<file path="src/rtl/mips_pkg.sv">
// -----------------------------------------------------------------------------
// mips_pkg
// Shared definitions for the register file debug/dump logic.
//   REG_ADDR_W : register index width (32 registers)
//   DATA_W     : register data width
//   NUM_REGS   : number of architectural registers
//   LAT_CNT_W  : width of the read-latency counter (holds READ_LAT up to 4)
//   state_t    : dump reader states
// -----------------------------------------------------------------------------
package mips_pkg;

    localparam int REG_ADDR_W = 5;
    localparam int DATA_W     = 32;
    localparam int NUM_REGS   = 32;
    localparam int LAT_CNT_W  = 3;

    typedef enum logic [1:0] {
        IDLE,
        WAIT,
        SEND
    } state_t;

endpackage

</file>
<file path="src/rtl/rd_lat_counter.sv">
// -----------------------------------------------------------------------------
// rd_lat_counter
// Loadable down-counter modelling register file read latency. Loaded with the
// latency when a new read address is presented; decremented while enabled.
// capture is high in the cycle whose closing edge must sample the read data.
// Ports:
//   clk      in   system clock, rising edge
//   rst_n    in   synchronous active-low reset
//   load     in   load load_val (priority over en)
//   load_val in   latency value to load
//   en       in   decrement enable (saturates at zero)
//   capture  out  count equals one: read data is valid at the next edge
// -----------------------------------------------------------------------------
module rd_lat_counter
    import mips_pkg::*;
(
    input  logic                 clk,
    input  logic                 rst_n,
    input  logic                 load,
    input  logic [LAT_CNT_W-1:0] load_val,
    input  logic                 en,
    output logic                 capture
);

    logic [LAT_CNT_W-1:0] cnt;

    // NOTE: state registers use non-blocking assignments so every flop samples
    // pre-edge values, independent of process evaluation order.
    always_ff @(posedge clk) begin
        if (!rst_n) begin
            cnt <= '0;
        end else if (load) begin
            cnt <= load_val;
        end else if (en && (cnt != '0)) begin
            cnt <= cnt - 1'b1;
        end
    end

    assign capture = (cnt == LAT_CNT_W'(1));

endmodule

</file>
<file path="src/rtl/regfile_dump_reader.sv">
// -----------------------------------------------------------------------------
// regfile_dump_reader
// Debug reader for the 32x32 register file. A start pulse in IDLE walks
// registers FIRST_REG..LAST_REG through read port 1, captures each value
// READ_LAT cycles after the address is presented and streams it out as
// (dout_addr, dout, dout_last) over a valid/ready handshake. While busy is high
// this block owns rf_a1; the core must keep its own read mux off that port.
// Ports:
//   clk        in   system clock, rising edge
//   rst_n      in   synchronous active-low reset
//   start      in   begin a dump (only honoured in IDLE)
//   rf_a1      out  register file read address 1
//   rf_rd1     in   register file read data 1
//   dout       out  captured register value
//   dout_addr  out  register index of dout
//   dout_valid out  output word valid
//   dout_ready in   sink accepts the word
//   dout_last  out  word belongs to LAST_REG
//   busy       out  dump in progress
//   done       out  one-cycle pulse after the final handshake
// -----------------------------------------------------------------------------
module regfile_dump_reader
    import mips_pkg::*;
#(
    parameter int FIRST_REG = 0,
    parameter int LAST_REG  = 31,
    parameter int READ_LAT  = 1
) (
    input  logic                  clk,
    input  logic                  rst_n,
    input  logic                  start,
    output logic [REG_ADDR_W-1:0] rf_a1,
    input  logic [DATA_W-1:0]     rf_rd1,
    output logic [DATA_W-1:0]     dout,
    output logic [REG_ADDR_W-1:0] dout_addr,
    output logic                  dout_valid,
    input  logic                  dout_ready,
    output logic                  dout_last,
    output logic                  busy,
    output logic                  done
);

    generate
        if ((FIRST_REG < 0) || (FIRST_REG > LAST_REG) || (LAST_REG > NUM_REGS - 1) ||
            (READ_LAT < 1) || (READ_LAT > 4)) begin : g_param_check
            $error("regfile_dump_reader: need 0<=FIRST_REG<=LAST_REG<=31 and 1<=READ_LAT<=4");
        end
    endgenerate

    localparam logic [REG_ADDR_W-1:0] FIRST_A = REG_ADDR_W'(FIRST_REG);
    localparam logic [REG_ADDR_W-1:0] LAST_A  = REG_ADDR_W'(LAST_REG);
    localparam logic [LAT_CNT_W-1:0]  LAT_V   = LAT_CNT_W'(READ_LAT);

    state_t                state_q, state_d;
    logic [REG_ADDR_W-1:0] addr_q, addr_d;
    logic [DATA_W-1:0]     data_q, data_d;
    logic                  done_q, done_d;
    logic                  cnt_load, cnt_en, capture;
    logic                  is_last;

    rd_lat_counter u_rd_lat_counter (
        .clk      (clk),
        .rst_n    (rst_n),
        .load     (cnt_load),
        .load_val (LAT_V),
        .en       (cnt_en),
        .capture  (capture)
    );

    assign is_last = (addr_q == LAST_A);

    always_ff @(posedge clk) begin
        if (!rst_n) begin
            state_q <= IDLE;
            addr_q  <= FIRST_A;
            data_q  <= '0;
            done_q  <= 1'b0;
        end else begin
            state_q <= state_d;
            addr_q  <= addr_d;
            data_q  <= data_d;
            done_q  <= done_d;
        end
    end

    always_comb begin
        // NOTE: every output of this block gets a default first so no path can
        // leave a variable unassigned and infer a latch.
        state_d  = state_q;
        addr_d   = addr_q;
        data_d   = data_q;
        done_d   = 1'b0;
        cnt_load = 1'b0;
        cnt_en   = 1'b0;

        case (state_q)
            IDLE: begin
                if (start) begin
                    state_d  = WAIT;
                    addr_d   = FIRST_A;
                    cnt_load = 1'b1;
                end
            end
            WAIT: begin
                cnt_en = 1'b1;
                if (capture) begin
                    data_d  = rf_rd1;
                    state_d = SEND;
                end
            end
            SEND: begin
                if (dout_ready) begin
                    if (is_last) begin
                        state_d = IDLE;
                        done_d  = 1'b1;
                    end else begin
                        // Increment only below LAST_REG, so the index never wraps.
                        addr_d   = addr_q + REG_ADDR_W'(1);
                        cnt_load = 1'b1;
                        state_d  = WAIT;
                    end
                end
            end
            default: begin
                state_d = IDLE;
            end
        endcase
    end

    assign rf_a1      = addr_q;
    assign dout       = data_q;
    assign dout_addr  = addr_q;
    assign dout_valid = (state_q == SEND);
    assign dout_last  = (state_q == SEND) && is_last;
    assign busy       = (state_q != IDLE);
    assign done       = done_q;

endmodule

</file>
<file path="config.mk">
export PLATFORM = sky130hd
export DESIGN_NAME = regfile_dump_reader
export DESIGN_NICKNAME = d
export VERILOG_FILES = /design/src/rtl/mips_pkg.sv /design/src/rtl/rd_lat_counter.sv /design/src/rtl/regfile_dump_reader.sv
export SDC_FILE = /design/constraint.sdc
export NUM_CORES = 1
export LEC_CHECK = 0
export CORE_MARGIN = 4
export CORE_UTILIZATION = 41
export CTS_CLUSTER_DIAMETER = 150
export CTS_CLUSTER_SIZE = 25
export DETAILED_ROUTE_END_ITERATION = 8
export GPL_ROUTABILITY_DRIVEN = 0
export GPL_TIMING_DRIVEN = 0
export MAX_ROUTING_LAYER = met4
export PLACE_DENSITY_LB_ADDON = 0.25
export SLEW_MARGIN = 20
export SYNTH_ARGS = -nofsm -noshare
export SYNTH_HDL_FRONTEND = slang
export SYNTH_HIERARCHICAL = 1
export SYNTH_SLANG_ARGS = --single-unit
</file>
<file path="constraint.sdc">
create_clock -name clk -period 2.42 [get_ports clk]
set_input_delay 0.484 -clock clk [delete_from_list [all_inputs] [get_ports clk]]
set_output_delay 0.484 -clock clk [all_outputs]
set_load 0.01 [all_outputs]
</file>
; Word-level counts from Yosys, hierarchy flattened
; Index checks and enable logic that the tools add are counted.
[word_totals]
elab_cells = 46
ff_bits = 43
in_bits = 36
out_inout_bits = 46
[op_classes]
n_mux = 17
addsub = 2
eq_ne = 8
bitwise = 1
n_reduce_logical = 12
[op_table]
columns = operator, count
row1 = two-way mux 5 bit, 3
row2 = case mux 5 bit (2 select lines), 1
row3 = two-way mux 1 bit, 8
row4 = two-way mux 2 bit, 3
row5 = "inequality test 2 bit, second input constant", 3
row6 = case mux 2 bit (3 select lines), 1
row7 = AND reduction 3 bit, 2
row8 = nonzero test 2 bit, 3
row9 = "adder 5 x 1 -> 5 bit, second input constant", 1
row10 = "equality test 5 bit, second input constant", 1
row11 = AND reduction 4 bit, 1
row12 = "equality test 3 x 1 -> 1 bit, second input constant", 1
row13 = nonzero test 3 bit, 1
row14 = "subtractor 3 x 1 -> 3 bit, second input constant", 1
row15 = "equality test 2 x 1 -> 1 bit, second input constant", 1
row16 = "equality test 2 bit, second input constant", 1
row17 = logical AND 1 bit, 2
row18 = zero test 2 bit, 1
row19 = "inequality test 2 x 1 -> 1 bit, second input constant", 1
row20 = case mux 1 bit (2 select lines), 1
row21 = AND reduction 2 bit, 1
row22 = OR reduction 2 bit, 1
row23 = inverter 1 bit, 1

; Logic depth before layout (Yosys ltp)
; Gate-level depths: netlist of run 1.
[depth]
ltp_word = 5
mapped_depth = 8
ltp_nobuf = 8

; Modules after synthesis
; Netlist of run 1, hierarchy kept.
[by_module_without_submodules]
columns = mod, n_inst, cells_per_inst, area_each_um2, seq_area_each_um2
row1 = regfile_dump_reader, 1, 193, 1562.7, 800.8
row2 = rd_lat_counter, 1, 26, 221.5, 60.1

; Worst setup path before layout of run 1
; Ideal clock, no wire load.
[synth_path]
path_kind = register to register
from = register addr_q[0], in the netlist dout_addr[0]
to = register u_rd_lat_counter.cnt[0]
stages_incl_launch_ff = 9
slack_ns = 0.516
path_buffers = 0
t_arrival_ns = 1.827
t_required_ns = 2.342
setup_ns = 0.078
synth_period_minus_slack_ns = 1.904
path_cell_list = dfxtp_1 > ha_1 > and3_1 > ha_1 > nand4bb_1 > nand2_1 > inv_1 > and4_2 > nor3_1
[synth_between]
elab_chain_cells = 5
elab_cells_between_ends = 6
classes_between = 1 x eq/ne / 4 x mux / 1 x reduce/logical
[synth_rtl]
columns = item, line
row1 = from (decl), regfile_dump_reader.sv:55  ; logic [REG_ADDR_W-1:0] addr_q, addr_d;
row2 = from (signal assigned), regfile_dump_reader.sv:80  ; addr_q <= addr_d;
row3 = equality test 5 bit *, regfile_dump_reader.sv:70  ; assign is_last = (addr_q == LAST_A);
row4 = net is_last, regfile_dump_reader.sv:59  ; logic is_last;
row5 = two-way mux 1 bit *, regfile_dump_reader.sv:113  ; if (is_last) begin
row6 = two-way mux 1 bit *, regfile_dump_reader.sv:112  ; if (dout_ready) begin
row7 = case mux 1 bit (2 select lines) *, regfile_dump_reader.sv:96  ; case (state_q)
row8 = net cnt_load, regfile_dump_reader.sv:58  ; logic cnt_load, cnt_en, capture;
row9 = two-way mux 1 bit or nonzero test 2 bit (tied branches), n/a
row10 = to (signal assigned), rd_lat_counter.sv:33  ; cnt <= load_val;
row11 = to (signal assigned), rd_lat_counter.sv:35  ; cnt <= cnt - 1'b1;
row12 = to (decl), rd_lat_counter.sv:25  ; logic [LAT_CNT_W-1:0] cnt;
; The timed path passes the listed nets; every way through them passes the cells marked *.
; A chain may end at the register's enable or synchronous reset.

; Worst setup path after layout of run 1
[layout_path]
from = register addr_q[0], in the netlist dout_addr[0]
to = output port dout_last
[layout_between]
elab_chain_cells = 2
[layout_rtl]
columns = item, line
row1 = equality test 5 bit, regfile_dump_reader.sv:70
row2 = net is_last, regfile_dump_reader.sv:59
row3 = logical AND 1 bit, regfile_dump_reader.sv:134  ; assign dout_last = (state_q == SEND) && is_last;
row4 = to (decl), regfile_dump_reader.sv:38  ; output logic dout_last,
; The timed path passes the listed nets, and every way through them passes these cells.

==> flow_metrics.py, run 1 <==
metrics = {
    "logic_synthesis": {
        "ys_types": 37,
        "seq_area_frac_synth_pct": 48.25,
        "yosysWarnings": 6,
        "yosys.area.top_type": "dfxtp_1",
        "syn_area_per_cell_sq_um": 8.147,
        "synth_area_sq_mm": 0.001784,
        "synth_top_area_share_pct": 48.25,
        "ys.flop_type": "dfxtp_1",
        "ys_ff_latch": 43,
        "synth-edff-count": 0,
        "synthArstFlopShare_pct": 0,
        "synth_top_cells_by_area": "dfxtp_1 48%, nand2_1 15%, a21oi_1 11%, ha_1 3.5%, buf_4 2.5%",
        "postSynthCellCount": 219,
    },
    "clock_tree": {
        "clk_path_buf_depth": 2,
        "clk_pin_slew_ns": 0.08,
        "clock-root-buffer": "clkbuf_8",
        "cts_num_sinks": 43,
        "htree_levels": 2,
        "clock_latency_ns": 0.29,
        "tritoncts": "done",
        "cts_buffers": 5,
        "hold_buffers": 0,
    },
    "die": {
        "rows": 23,
        "die_area_sq_mm": 0.005471,
        "core-area_sq_mm": 0.004115,
        "die_x_microns": 73.97,
        "io_pins": 82,
        "dieHeight_microns": 73.97,
        "initial_utilization_pct": 43.36,
    },
    "detailed_routing": {
        "drcViolationCount": 0,
        "postRouteAntennaNets": 0,
        "wl_per_cell_microns": 12.80,
        "dr_total_vias": 1710,
        "viasPerCell": 4.763,
        "drt_iter0_drc": 67,
        "firstDrtPassIters": 4,
        "finalWirelength_mm": 4.595,
    },
    "setup_path": {
        "arrival_ns": 1.71,
        "criticalPathCategory": "reg2out",
        "r2r_end": "u_rd_lat_counter/cnt[0]",
        "r2r_slack_ns": 0.32,
        "crit_path_max_fanout": 7,
        "startpoint_type": "flop",
        "reg2regPathDepth": 8,
        "required_ns": 1.94,
        "crit_end": "dout_last",
        "crit_start": "dout_addr[0]",
        "critPathCaptureType": "primary output",
        "r2r-start": "dout_addr[0]",
    },
    "pwr": {
        "ir_drop_mv": 0.3525,
        "intPower_uw": 1136,
        "cellPowerDensity_mw_per_mm2": 545.1,
        "share_comb_of_total_power_pct": 17.1,
        "total_leakage_power_uw": 0.001030,
        "clock_power_share_pct": 33.0,
        "netSwitchingPower_uw": 371.6,
        "switching_share_pct": 24.64,
        "pwr-share-seq_pct": 49.9,
    },
    "global_routing": {
        "met1_usage_pct": 20.65,
        "busiest_layer": "met2",
        "grt_overflow": 0,
        "antenna_found_initial": 0,
        "grt_use_total_pct": 17.42,
        "use_met3_pct": 5.811,
        "gr-usage-met2_pct": 27.36,
        "grt_pass1_wl_mm": 7.120,
        "grt_pass1_vias": 1621,
        "grt_max_degree": 14,
    },
    "cells_and_area": {
        "multi_input_area_sq_um": 817.0,
        "area_growth_pct": 55.05,
        "postLayoutCoreUtil_pct": 67.22,
        "antenna_cells": 0,
        "instances_no_fill": 359,
        "final_area_sq_mm": 0.002766,
        "fin_nets": 349,
        "drive_gt1_share_pct": 9.061,
        "n_fill_cell": 370,
        "seqCellArea_sq_um": 863.3,
    },
    "timing": {
        "fin_crit_ns": 2.189,
        "setup_violations": 0,
        "skew_ns": 0.004975,
        "finalCritPeriodShare_pct": 90.47,
        "drv_slew": 0,
        "rsz0062_at_grt": "false",
        "hold_viol_final": 0,
        "fin_setup_tns_ns": 0,
        "max_freq_ghz": 0.4567,
    },
    "hold_path": {
        "hp-class": "reg2reg",
    },
    "status": {
        "status": "finished clean",
    },
    "place": {
        "dp_cells": 351,
        "placed_area_sq_mm": 0.002661,
        "port_buffers": 81,
        "hpwl_mm": 3.386,
    },
    "flow_run": {
        "maxCapViolations": 0,
    },
}
## metal layers
metal / up-vias / wire length, microns
met1: 755 / 2068
met4: 0 / 82
met2: 55 / 2093
met3: 6 / 350
met5: - / 0
li1: 894 / -
## repair_timing
item / 4_1_cts / 5_1_grt
setup buffers: 0 / 0
gates resized for setup: 3 / 0
endpoints found under the setup margin: 1 / 0
## power by group through the flow
| stage | clock, uW | combinational, uW | sequential [uW] |
|---|---|---|---|
| 6_report | 497 | 258 | 753 |
| 5_1_grt | 531 | 284 | 757 |
| 4_1_cts | 511 | 261 | 753 |
| 3_5_place_dp | 0 | 259 | 770 |
| 3_3_place_gp | 0 | 255 | 769 |
| 2_1_floorplan | 0 | 117 | 778 |
## per-stage QoR
stage                     total power, uW  hold WS [ns]  worst slack [ns]
after CTS                            1524        0.4563            0.2089
after global routing                 1572        0.4732            0.1487
after detailed placement             1028        0.4453            0.1963
after global placement               1023        0.4411            0.2188
after floorplan                     894.3        0.4805            0.5157
final                                1508        0.4538            0.2306
## kinds of logic after synthesis
| logic type | Yosys count | synth area share, % |
|---|---|---|
| multiplexers | 1 | 0.5610 |
| other | 2 | 0.4209 |
| flip-flops | 43 | 48.25 |
| buffers and inverters | 21 | 6.170 |
| adder cells (fa/ha/maj) | 5 | 3.506 |
| AO/OA/AOI/OAI | 47 | 14.87 |
| AND/OR/NAND/NOR | 100 | 26.23 |
## how the worst min path moves through the flow
stage,end,from,slack (ns),cells after the start
after global placement,dout[16],dout[16],0.44,2
after global routing,dout[16],dout[16],0.47,2
after detailed placement,dout[16],dout[16],0.45,2
after CTS,dout[16],dout[16],0.46,2
after floorplan,dout[0],dout[0],0.48,2
final,dout[16],dout[16],0.45,2
## synthesized netlist by cell type, drive strengths merged (2+ instances only)
cell / count
a21oi: 39
inv: 5
o21ai: 2
ha: 5
nor2: 2
nand2: 71
dfxtp: 43
nand2b: 3
conb: 2
nor2b: 3
clkbuf: 3
buf: 13
and3: 2
nand3: 6
and2b: 2
## layout make-up
cell class | instances | share of cell area, %
sequential | 43 | 31.21
multi-input combinational | 156 | 29.53
timing repair buffer | 81 | 29.26
clock buffer | 7 | 3.483
buffer | 16 | 3.302
tap | 50 | 2.261
inverter | 5 | 0.6784
clock inverter | 1 | 0.2714
## critical path, cell delays in order (launching register included)
cell and delay (ns):
dfxtp_2 0.36, ha_1 0.23, and3_1 0.19, ha_1 0.20
and2_1 0.16, dlygate4sd2_1 0.28
## sequential cells by signal, indices dropped and copies added, names as in the netlist
| signal | flops |
|---|---|
| dout | 32 |
| dout_addr | 5 |
| u_rd_lat_counter/cnt | 3 |
| state_q | 2 |
| done | 1 |
## cell usage in the layout, fill, tap and decap left out, drive strengths merged, types with 2 or more instances in the layout
master and instances:
nand2 71, a21oi 39, ha 5, o21ai 2
nand2b 3, clkbuf 10, conb 3, and2b 2
buf 13, nor2b 3, clkdlybuf4s50 80, nand3 6
inv 5, and3 2, dfxtp 43, nor2 2
(Power assumes the default switching activity.)
==> run 2, diff against run 1 <==
- CTS_CLUSTER_SIZE: 25 -> default
==> results of run 2 <==
Same layout as run 1: the final DEF is identical, and so are final timing and power.
==> run 3, diff against run 2 <==
- CORE_ASPECT_RATIO: default -> 1.75
- GPL_TIMING_DRIVEN: 0 -> default
==> run 3 against run 2 <==
Critical path depth unchanged. Routed wire length fell by 4.0%. Total power decreased by 3.9%. Largest cell class is now registers.
==> flow_metrics.py, run 3 (synthesized netlist as in run 1, its figures left out) <==
metrics = {
    "status": {
        "status": "finished clean",
    },
    "timing": {
        "worst_slew_pin_slew_ns": 0.6307,
        "skew_ns": 0.006348,
        "max_freq_ghz": 0.4843,
        "fin_crit_ns": 2.065,
        "fin_setup_tns_ns": 0,
        "hold_viol_final": 0,
        "timing.hold.ws_ns": 0.4545,
        "rsz0062_at_grt": "false",
        "finalCritPeriodShare_pct": 85.32,
        "setup_violations": 0,
        "relSlewSlack_pct": 57.89,
        "drv_slew": 0,
    },
    "setup_path": {
        "required_ns": 1.94,
        "criticalPathCategory": "reg2out",
        "arrival_ns": 1.58,
        "crit_start": "dout_addr[0]",
        "r2r-start": "dout_addr[0]",
        "critPathCaptureType": "primary output",
        "startpoint_type": "flop",
        "r2r_end": "u_rd_lat_counter/cnt[0]",
        "reg2regPathDepth": 8,
        "crit_path_max_fanout": 7,
        "r2r_slack_ns": 0.50,
        "crit_end": "dout_last",
    },
    "clock_tree": {
        "clk_pin_slew_ns": 0.08,
        "cts_resized": 2,
        "cts_num_sinks": 43,
        "cts_buffers": 5,
        "clock_latency_ns": 0.30,
        "htree_levels": 2,
        "cts_setup_buffers": 0,
        "clock-root-buffer": "clkbuf_8",
        "hold_buffers": 0,
        "tritoncts": "done",
        "clk_path_buf_depth": 2,
    },
    "hold_path": {
        "hp-class": "reg2reg",
        "hold_path_depth": 2,
        "hold_start": "dout[14]",
    },
    "cells_and_area": {
        "instances_no_fill": 346,
        "largest_reg_flops": 32,
        "layout_commonest_cell": "clkdlybuf4s50_1",
        "layout_common_cells": "80 x clkdlybuf4s50_1, 71 x nand2_1, 41 x dfxtp_1, 39 x a21oi_1, 6 x nand3_1",
        "area_growth_pct": 50.77,
        "final_area_sq_mm": 0.002690,
        "fin_nets": 337,
        "drive_gt1_share_pct": 6.397,
        "antenna_cells": 0,
    },
    "die": {
        "die_area_sq_mm": 0.005513,
        "io_pins": 82,
        "dieHeight_microns": 95.27,
        "initial_utilization_pct": 42.59,
        "core-area_sq_mm": 0.004189,
        "rows": 31,
        "die_x_microns": 57.87,
    },
    "place": {
        "port_buffers": 81,
        "placed_area_sq_mm": 0.002599,
        "hpwl_mm": 3.209,
        "dp_cells": 338,
    },
    "detailed_routing": {
        "wl_per_cell_microns": 12.74,
        "drcViolationCount": 0,
        "drt_iter0_drc": 45,
        "finalWirelength_mm": 4.409,
        "firstDrtPassIters": 4,
        "postRouteAntennaNets": 0,
        "viasPerCell": 4.931,
        "dr_total_vias": 1706,
    },
    "pwr": {
        "ir_drop_mv": 0.4166,
        "cellPowerDensity_mw_per_mm2": 538.9,
        "total_leakage_power_uw": 0.0009885,
    },
    "global_routing": {
        "busiest_layer": "met2",
        "use_met3_pct": 3.388,
        "grt_pass1_wl_mm": 7.038,
        "grt_use_total_pct": 16.98,
        "grt_max_degree": 38,
        "grt_overflow": 0,
        "met1_usage_pct": 19.18,
        "gr-usage-met2_pct": 28.30,
        "antenna_found_initial": 0,
        "grt_pass1_vias": 1561,
    },
    "flow_run": {
        "maxCapViolations": 0,
    },
}
run 3: worst min-delay path by stage:
stage                     to  slack (ns)
floorplan            dout[0]        0.48
global placement     dout[0]        0.44
detailed placement  dout[30]        0.45
CTS                 dout[30]        0.46
global route        dout[25]        0.47
finish              dout[14]        0.45
run 3: power by group:
group	total (uW)	switching, uW	internal (uW)
Sequential	755	17.8	737
Clock	444	242	202
Combinational	251	113	138
Total	1450	373	1080
run 3: final cells by class:
cell class | instances | area (sq um)
clock buffer | 6 | 72.57
clock inverter | 2 | 12.51
fill | 377 | 1499
inverter | 5 | 18.77
multi-input combinational | 156 | 818.3
sequential | 43 | 863.3
tap | 49 | 61.31
timing repair buffer | 85 | 843.3
run 3: per-stage QoR:
stage / worst slack, ns / util [%] / total power, uW
final: 0.3552 / 64.22 / 1450
after global routing: 0.2753 / 64.22 / 1529
after CTS: 0.01439 / 64.13 / 1471
after detailed placement: 0.2775 / 62.04 / 1025
after global placement: 0.3092 / 62.04 / 1021
after floorplan: 0.5157 / - / 894.3
run 3: worst max-delay path, cell delays in order (launching register included):
cell	delay [ns]
dfxtp_2	0.36
ha_1	0.22
and3_1	0.19
ha_1	0.21
and2_1	0.15
dlymetal6s2s_1	0.16
run 3: layer usage:
layer	routed length (microns)	vias up
met3	337	6
li1	-	869
met5	0	-
met2	2165	59
met1	1819	772
met4	86	0
==> patch 1 (config.mk and constraints of run 2) <==
`REG_ADDR_W`: 5 -> 6.
--- a/src/rtl/mips_pkg.sv
+++ b/src/rtl/mips_pkg.sv
@@ -10,5 +10,5 @@
 package mips_pkg;
 
-    localparam int REG_ADDR_W = 5;
+    localparam int REG_ADDR_W = 6;
     localparam int DATA_W     = 32;
     localparam int NUM_REGS   = 32;
Ports: changed (resized dout_addr and rf_a1); port bits go from 82 to 84. No check against the original RTL was run, so the function may have changed too.
==> patch 1 against run 2 <==
Worst setup slack lost 0.11 ns; routed wire length grew 6.3%; first-iteration DRC count shrank 18%; sequential cell count grew 1; core utilization shrank 3.2 points; design area grew 13%; area after synthesis grew 19%; sequential share of layout area shrank 2.9 points; total power shrank 1.3%; global-route usage shrank 0.98 points; critical endpoint unchanged; highest routed layer unchanged.
==> patch 1: results (changes against run 2) <==
Via count = 1,811 (was 1,710)
Total GRT Usage = 16.4% (was 17.4%)
Seq/Total Area, Yosys = 41.5% (was 48.2%)
Layout cell share with drive strength beyond 1 = 21.7% (was 9.06%)
Worst min-delay path startpoint = dout[23] (was dout[16])
Ant diodes = 0 (unchanged)
DRT iter0 DRCs = 55 (was 67)
Hold Crit Class = flop to flop (unchanged)
Worst VDD drop = 270 uV (was 352 uV)
Flop2flop setup slack = 0.63 ns (was 0.32 ns)
Num CTS Buffers = 5 (unchanged)
CP max stage cell = or3_4 (was dfxtp_2)
Outcome = complete, no violations (unchanged)
Largest net degree at the start of global routing = 13 (was 14)
Arr. time, crit path = 1.81 ns (was 1.71 ns)
# port buffers = 83 (was 81)
Hold EP = dout[23] (was dout[16])
First-pass GRT wire length = 8160 um (was 7120 um)
Max reg flops = 32 (unchanged)
Post-CTS setup buffers = 0 (unchanged)
FILL cells = 424 (was 370)
Clk slew on worst S/H paths = 0.08 ns (about the same)
Post-DP HPWL = 3700 um (was 3390 um)
Clock Path Buffers = 2 (unchanged)
Dpl cells = 383 (was 351)
Post-Route Skew = 0.00310 ns (was 0.00497 ns)
Synth area leaders = dfxtp_1 41%, a21boi_2 16%, nand2_1 13%, ha_1 2.4%, buf_4 2.1% (was dfxtp_1 48%, nand2_1 15%, a21oi_1 11%, ha_1 3.5%, buf_4 2.5%)
Synth unique cells = 43 (was 37)
Largest delay share family, worst path = simple AND/OR/NAND/NOR gates (was adder cells)
Leak = 1.12 nW (was 1.03 nW)
Nets = 363 (was 349)
Post-cts resize count = 4 (was 3)
Drt via density = 4.64 (was 4.76)
WL per Instance = 12.5 um (was 12.8 um)
Commonest cells in the netlist = 72 x nand2_1, 44 x dfxtp_1, 30 x a21boi_2 (was 71 x nand2_1, 43 x dfxtp_1, 39 x a21oi_1)
Worst-path fanout max = 6 (was 7)
Root Buffer = clkbuf_8 (unchanged)
Skew-Pair Late Insertion Delay = 0.29 ns (about the same)
Async set or reset register ratio after synthesis = 0% (unchanged)
Synth Area per Inst = 9.15 um^2 (was 8.15 um^2)
Max incr delay on CP = 0.42 ns (was 0.36 ns)
R2R cell count = 7 (was 8)
## patch 1: final cells by class
type | instances | area share (%)
multi-input combinational | 163 | 34.3
sequential | 44 | 28.3
timing repair buffer | 83 | 26.6
buffer | 18 | 4.65
tap | 67 | 2.68
clock buffer | 6 | 2.32
inverter | 8 | 1.00
clock inverter | 1 | 0.160
## patch 1: power by group
group / switching [mW] / internal, mW / total, mW / leakage [nW]
clock: 0.238 / 0.197 / 0.434 / 0.0410
combinational: 0.123 / 0.163 / 0.287 / 0.717
sequential: 0.0167 / 0.751 / 0.768 / 0.357
## patch 1: how the worst max path moves through the flow
stage	slack [ns]	depth (start not counted)	start	to
global placement	0.10	5	dout_addr[1]	dout_last
CTS	0.14	5	dout_addr[0]	dout_last
floorplan	0.61	4	dout_addr[0]	dout_last
finish	0.13	5	dout_addr[0]	dout_last
global route	0.04	5	dout_addr[1]	dout_last
detailed placement	0.11	5	dout_addr[0]	dout_last
## patch 1: metrics by stage
step | hold slack [ns] | worst slack (ns) | area, um^2 | utilization [%]
3_5_place_dp | 0.456 | 0.110 | 3040 | 62.3
4_1_cts | 0.467 | 0.139 | 3120 | 64.0
6_report | 0.463 | 0.125 | 3120 | 64.0
5_1_grt | 0.484 | 0.0416 | 3120 | 64.0
2_1_floorplan | 0.488 | 0.614 | 2130 | -
3_3_place_gp | 0.450 | 0.102 | 3040 | 62.3
## patch 1: cell families after synthesis
family,Yosys count,synth area share [%]
DFF,44,41.5
other,2,0.354
and+or+nand+nor,103,23.2
buffers and inverters,26,8.31
adders and majority gates,4,2.36
AOI/OAI and AO/OA,51,23.2
muxes,2,1.18
## patch 1: layer usage
metal  GRT usage, %  wire length (um)  vias to the layer above
met4           4.39                42                        0
met5              -                 0                        -
met3           3.50               274                        6
li1               -                 -                      934
met2           28.3              2320                       52
met1           19.4              2250                      819
==> patch 2 (config.mk and constraints of run 2) <==
Without the edit above. Take the reset off `data_q` and load it in a clocked block of its own.
--- a/src/rtl/regfile_dump_reader.sv
+++ b/src/rtl/regfile_dump_reader.sv
@@ -74,12 +74,14 @@
             state_q <= IDLE;
             addr_q  <= FIRST_A;
-            data_q  <= '0;
             done_q  <= 1'b0;
         end else begin
             state_q <= state_d;
             addr_q  <= addr_d;
-            data_q  <= data_d;
             done_q  <= done_d;
         end
+    end
+
+    always_ff @(posedge clk) begin
+        data_q <= data_d;
     end
 
Formal check against the unedited RTL: differs if rst_n is asserted again (counterexample within 4 cycles, from zero or initial values and one cycle with rst_n low); with rst_n held inactive, the same outputs for 10 cycles.
==> patch 2 against run 2 <==
Combinational power decreased by 21%; clock skew decreased by 0.00081 ns; non-clock buffer count decreased by 11; area after synthesis decreased by 6.9%; routed wire length decreased by 18%; worst setup slack improved by 0.13 ns; sequential cell count unchanged; total power decreased by 2.8%; clock power decreased by 15%; design area decreased by 4.9%; largest cell class is now sequential cells; largest power group unchanged.
==> patch 2: results (changes against run 2) <==
EDFF count, synth = 32 (was 0)
Die width = 71.6 um (was 74.0 um)
Total GRT Usage = 15.9% (was 17.4%)
Leak = 0.964 nW (was 1.03 nW)
Worst-path fanout max = 8 (was 7)
Layout cell share with drive strength beyond 1 = 11.9% (was 9.06%)
Worst min-delay path startpoint = dout_addr[4] (was dout[16])
DRT Wirelength = 3770 um (was 4600 um)
Post-Route Skew = 0.00417 ns (was 0.00497 ns)
FILL cells = 268 (was 370)
Outcome = complete, no violations (unchanged)
Fin cells = 249 (was 359)
Dpl cells = 241 (was 351)
Largest net degree at the start of global routing = 34 (was 14)
Post-DP HPWL = 2870 um (was 3390 um)
Synth area leaders = edfxtp_1 58%, dfxtp_1 13%, ha_1 3.8%, buf_4 2.3%, a21oi_1 1.8% (was dfxtp_1 48%, nand2_1 15%, a21oi_1 11%, ha_1 3.5%, buf_4 2.5%)
Post-CTS setup buffers = 0 (unchanged)
Worst setup path end = dout_valid (was dout_last)
Seq/Total Area, Yosys = 71.1% (was 48.2%)
Worst VDD drop = 256 uV (was 352 uV)
Hold_ws = 0.498 ns (was 0.454 ns)
Arr. time, crit path = 1.57 ns (was 1.71 ns)
Commonest cells in the netlist = 32 x edfxtp_1, 11 x dfxtp_1, 6 x a21oi_1, 6 x nand2_1, 6 x nand3_1 (was 71 x nand2_1, 43 x dfxtp_1, 39 x a21oi_1)
Hold EP = dout_addr[4] (was dout[16])
Syn Inst Count = 111 (was 219)
Synth Flop Type = edfxtp_1 (was dfxtp_1)
First-pass GRT wire length = 5980 um (was 7120 um)
[patch 2: critical path, stage by stage (launching register included)]
cell and delay, ns:
dfxtp_1 0.45, nor2b_2 0.27, clkdlybuf4s50_1 0.57
[patch 2: final cells by class]
| class | instances | area (um^2) | area share [%] |
|---|---|---|---|
| Sequential cell | 43 | 1190 | 45.2 |
| Timing Repair Buffer | 81 | 813 | 30.9 |
| Buffer | 5 | 37.5 | 1.43 |
| Clock inverter | 1 | 5.00 | 0.190 |
| Clock buffer | 7 | 76.3 | 2.90 |
| Inverter | 5 | 18.8 | 0.714 |
| Tap cell | 48 | 60.1 | 2.28 |
| Multi-Input combinational cell | 59 | 430 | 16.4 |
[patch 2: report_power, final]
group          leakage (nW)  internal (mW)  total, mW  switching [mW]
clock                0.0422          0.202      0.423           0.221
sequential            0.381          0.824      0.839          0.0153
combinational         0.541          0.118      0.203          0.0850
[patch 2: layer usage]
layer	vias to the layer above	share of wire, %	GRT usage [%]
met4	0	1.5	7.52
li1	579	-	-
met1	533	41	17.9
met3	6	9.2	4.35
met2	64	49	26.2
met5	-	0	-
[patch 2: metrics by stage]
step	area, um^2	setup WS (ns)
after floorplan	1660	0.476
after global placement	2530	0.166
after CTS	2620	0.00614
final	2630	0.365
after global routing	2630	0.253
after detailed placement	2540	0.233
[patch 2: logic make-up after synthesis]
logic type / synth area share [%]
buffers and inverters: 3.39
adders and majority gates: 3.77
other: 0.452
DFF: 71.1
AOI/OAI and AO/OA: 6.93
and+or+nand+nor: 13.7
muxes: 0.603
[patch 2: timing repair]
| action | CTS | global route |
|---|---|---|
| setup endpoints to repair | 1 | 1 |
| hold endpoints to repair | 0 | 0 |
| gates cloned | 0 | 0 |
| hold buffers | 0 | 0 |
| resized for setup | 3 | 3 |
